## src/rtl/seq_sm_mul_pkg.sv

```systemverilog
// seq_sm_mul_pkg: shared ALU FSM encoding and flag-bit ordering
package seq_sm_mul_pkg;
  typedef enum logic {IDLE, RUN} state_t;
  localparam int FLAG_ZF = 0;
  localparam int FLAG_SF = 1;
endpackage

```

## src/rtl/sm_normalize.sv

```systemverilog
// sm_normalize: zero detect, -0 clear and optional two's-complement conversion
module sm_normalize #(
  parameter int MW = 4,
  parameter bit OUT_TC = 1'b0
) (
  input  logic          sign,
  input  logic [MW-1:0] mag,
  output logic [MW:0]   r,
  output logic          sf,
  output logic          zf
);
  assign zf = ~|mag;
  assign sf = sign & ~zf;
  assign r = OUT_TC ? (sf ? -{1'b0, mag} : {1'b0, mag}) : {sf, mag};
endmodule

```

## src/rtl/seq_sm_mul.sv

```systemverilog
// seq_sm_mul: sequential shift-add sign-magnitude multiplier with start/done handshake
module seq_sm_mul
  import seq_sm_mul_pkg::*;
#(
  parameter int WIDTH = 3,
  parameter bit OUT_TC = 1'b0
) (
  input  logic               clk,
  input  logic               rst,
  input  logic               start,
  input  logic [WIDTH-1:0]   A,
  input  logic [WIDTH-1:0]   B,
  output logic               busy,
  output logic               done,
  output logic [2*WIDTH-2:0] R,
  output logic               SF,
  output logic               ZF
);
  localparam int M = WIDTH - 1;
  localparam int CW = $clog2(WIDTH);
  state_t state, state_nx;
  logic [CW-1:0] cnt;
  logic [2*M:0] acc, acc_nx;
  logic [M-1:0] mag_a;
  logic [M:0] sum;
  logic sign, last;
  logic [2*M:0] r_nx;
  logic [1:0] flags_nx;
  // Upper half carries one spare bit so the add never loses its carry.
  always_comb begin
    sum = acc[2*M:M] + {1'b0, mag_a};
    acc_nx = acc[0] ? {sum, acc[M-1:0]} >> 1 : acc >> 1;
    last = (state == RUN) && (cnt == CW'(1));
    state_nx = state == IDLE ? (start ? RUN : IDLE) : (last ? IDLE : RUN);
  end
  sm_normalize #(.MW(2*M), .OUT_TC(OUT_TC)) u_norm (
    .sign(sign),
    .mag (acc_nx[2*M-1:0]),
    .r   (r_nx),
    .sf  (flags_nx[FLAG_SF]),
    .zf  (flags_nx[FLAG_ZF])
  );
  always_ff @(posedge clk) begin
    if (rst) begin
      state <= IDLE;
      cnt <= '0;
      acc <= '0;
      mag_a <= '0;
      sign <= 1'b0;
      done <= 1'b0;
      R <= '0;
      SF <= 1'b0;
      ZF <= 1'b0;
    end else begin
      state <= state_nx;
      done <= last;
      if (state == IDLE && start) begin
        cnt <= CW'(M);
        acc <= {{(M+1){1'b0}}, B[M-1:0]};
        mag_a <= A[M-1:0];
        sign <= A[M] ^ B[M];
      end else if (state == RUN) begin
        cnt <= cnt - CW'(1);
        acc <= acc_nx;
      end
      if (last) begin
        R <= r_nx;
        SF <= flags_nx[FLAG_SF];
        ZF <= flags_nx[FLAG_ZF];
      end
    end
  end
  assign busy = (state == RUN);
endmodule

```

## config.mk

```make
export PLATFORM = sky130hd
export DESIGN_NAME = seq_sm_mul
export DESIGN_NICKNAME = d
export VERILOG_FILES = /design/src/rtl/seq_sm_mul_pkg.sv /design/src/rtl/sm_normalize.sv /design/src/rtl/seq_sm_mul.sv
export SDC_FILE = /design/constraint.sdc
export NUM_CORES = 1
export LEC_CHECK = 0
export CAP_MARGIN = 20
export CELL_PAD_IN_SITES_DETAIL_PLACEMENT = 1
export CELL_PAD_IN_SITES_GLOBAL_PLACEMENT = 2
export CORE_MARGIN = 4
export CORE_UTILIZATION = 25
export DETAILED_ROUTE_END_ITERATION = 12
export PLACE_DENSITY = 0.75
export SYNTH_ARGS = -nofsm -noshare
export SYNTH_HDL_FRONTEND = slang
export SYNTH_SLANG_ARGS = --single-unit
```

## constraint.sdc

```tcl
create_clock -name clk -period 1.55 [get_ports clk]
set_input_delay 0.2325 -clock clk [delete_from_list [all_inputs] [get_ports clk]]
set_output_delay 0.2325 -clock clk [all_outputs]
set_load 0.005 [all_outputs]
```

==> flow_summary.yaml <==
power_and_ir_drop:
  p_clk_share_pct: 28.3
  powerDensity_mw_per_mm2: 811
  p_int_uw: 629
  p_sw_uw: 207
  switching_share_pct: 24.8
  leakage_uw: 0.000382
  combPwrFrac_pct: 14.8
  seq_power_share_pct: 56.9
  vdd_drop_max_mv: 0.614
run:
  cap_viol_max_count: 0
synthesis:
  synth.mux.area_fraction_pct: 7.16
  synthTopCellsByArea: "dfxtp_1 46%, a211oi_1 5.1%, mux2i_1 4.1%"
  yosysMostFrequentCell: "dfxtp_1"
  yosysTopAreaCellShare_pct: 46.3
  synth_compound_area_share_pct: 16.2
  postSynthCellCount: 74
  yosys_register_bits: 17
  yosys-top-cells-count: "17 x dfxtp_1, 6 x nor2_1, 5 x a211oi_1, 5 x nand2_1"
  yosys.area_share.simple_pct: 16.4
  yosysSeqAreaShare_pct: 46.3
  syn_nets: 86
  ys_async_sr_fraction_pct: 0
  synthFlopType: "dfxtp_1"
  synth_edf_count: 0
  synthXorXnorAreaFrac_pct: 1.19
  yosysWarnings: 0
  synth_fa_ha_area_share_pct: 6.13
  avgSynthCellArea_um2: 9.93
  synth_top_family_by_area: "simple AND/OR/NAND/NOR gates"
  synth_top_cell_by_area: "dfxtp_1"
  syn_area_um2: 734
  synth_cell_types: 26
global_routing:
  antenna_found_initial: 0
  grt_pass1_wl_mm: 3.02
  grt_pass1_vias: 676
  track_usage_pct: 9.73
  overflow: 0
  grt_start_max_net_pins: 10
final_layout:
  fillers: 328
  final_area_mm2: 0.00103
  antenna_cells: 0
  syn_to_final_growth_pct: 40.4
  fin_util_pct: 37.1
  nets: 112
  drive_gt1_share_pct: 22.2
  instances_no_fill: 130
timing:
  clock.fmax_mhz: 638
  slew_headroom_pct: 75.0
  tns_ps: -18.4
  clock_skew_ps: 6.05
  final-setup-viol-count: 1
  drv_slew: 0
  post-route-min-period_ps: 1570
  hold_ws_ps: 458
  finalCritPeriodShare_pct: 101
  hold_violations: 0
  rsz0062_at_grt: "true"
  worstMarginPinSlew_ps: 375
  fin_ws_ps: -18.4
outcome:
  failed_checks: "setup timing"
  status: "finished, violations left"
clock_tree:
  htreeDepth: 1
  path_clk_slew_ps: 90
  root_buffer: "clkbuf_4"
  cts_tree: "yes"
  postCtsHoldBufs: 0
  ctsLongestPathBuffers: 2
  cts_buffers: 3
  numClockSinks: 17
  cts_setup_buffers: 0
  clock_latency_ps: 300
die:
  ios: 18
  start_util_pct: 26.4
  core_area_mm2: 0.00278
  rows: 19
  dieWidth_um: 62.2
  die_h_um: 62.2
  die_area_mm2: 0.00387
setup_path:
  end_kind: "flip-flop"
  start_kind: "flip-flop"
  worst_ep_arrival_time_ps: 1760
  timing_worst_setup_path_type: "reg2reg"
  critPathRequiredTime_ps: 1740
  crit_fanout: 2
  worst-r2r-setup-slack_ps: -20
routing:
  firstDrtPassIters: 3
  drt_iter0_markers: 13
  wl_met2_um: 824
  viasPerCell: 4.63
  wl_met3_um: 80
  wl_per_cell_um: 12.9
  dr.max_layer_used: "met4"
  drc_errors: 0
  vias: 602
  drt-total-wl_mm: 1.68
  ant_nets: 0
  drt-met1-wl_um: 755
placed_design:
  hpwl_mm: 1.34
  post_dp_cell_area_um2: 996
  place_congestion: 0.771
  place_inst: 126
  io_buffers: 17
worst_hold_path:
  min_path_type: "reg2reg"
[flip-flops by register name (all words and copies together) (netlist names)]
name   flops
R          5
ZF         1
acc        4
busy       1
cnt        2
done       1
mag_a      2
sign       1
[timing repair]
| item | 4_1_cts | 5_1_grt |
|---|---|---|
| pin swaps | 2 | 0 |
| setup endpoints to repair | 4 | 4 |
| endpoints found under the hold margin | 0 | 0 |
| gates resized for setup | 2 | 3 |
[cell usage in the layout, fill, tap and decap left out, drive strengths merged]
cell / count
nand2: 5
fa: 1
xnor2: 1
o21ba: 1
nor3: 2
a21oi: 2
a32o: 2
dfxtp: 17
mux2i: 4
a31oi: 1
ha: 2
o211ai: 1
buf: 9
o21ai: 4
and2b: 1
nor3b: 4
nor2: 6
clkdlybuf4s50: 17
a211oi: 5
inv: 4
nor2b: 4
clkbuf: 4
o21a: 1
or2: 1
[critical path: stages, from the launching register on]
cell      delay, ps
dfxtp_2         360
ha_4            130
fa_2            450
nor3b_2         170
o211ai_1        130
a32o_1          230
[layout make-up]
| cell class | count | area (um^2) | share of cell area [%] |
|---|---|---|---|
| multi-input cells | 48 | 369 | 35.8 |
| flip-flops and latches | 17 | 344 | 33.4 |
| repair buffers | 26 | 238 | 23.1 |
| well taps | 31 | 38.8 | 3.76 |
| clock buffers | 4 | 26.3 | 2.55 |
| inverters | 4 | 15.0 | 1.46 |
[logic make-up (layout without fill, tap and decap cells)]
logic type	after synthesis	count (layout)
muxes	4	4
xor gates and xnor gates	1	1
DFF	17	17
adders and majority gates	3	3
AOI/OAI and AO/OA	17	17
and+or+nand+nor	23	23
buffers and inverters	9	34
[stage by stage]
step                total power (uW)  setup WS [ps]
finish                           836          -18.4
global route                     893           -101
floorplan                        553          -1.63
global placement                 603          -29.7
CTS                              847          -62.8
detailed placement               610          -79.8
[path summary, 6_finish.rpt]
check | start | end | depth (start not counted)
worst max-delay path | mag_a[0] | R[4] | 5
worst min-delay path | R[0] | R[0] | 2
worst max register to register | mag_a[0] | R[4] | 5
worst min register to register | R[0] | R[0] | 2
[per-layer routing]
layer  up-vias  global-route usage, %
met5         -                      0
met4         0                   3.25
met3         4                   4.32
met2        10                   16.5
met1       284                   10.7
li1        304                      -
[power groups by stage]
stage / Clock [uW] / Sequential [uW] / Combinational, uW
after floorplan: 0 / 476 / 77.1
after global placement: 0 / 483 / 120
after detailed placement: 0 / 485 / 125
after CTS: 247 / 476 / 125
after global routing: 274 / 479 / 139
final: 237 / 476 / 124
Power figures use the tool's default switching activity.
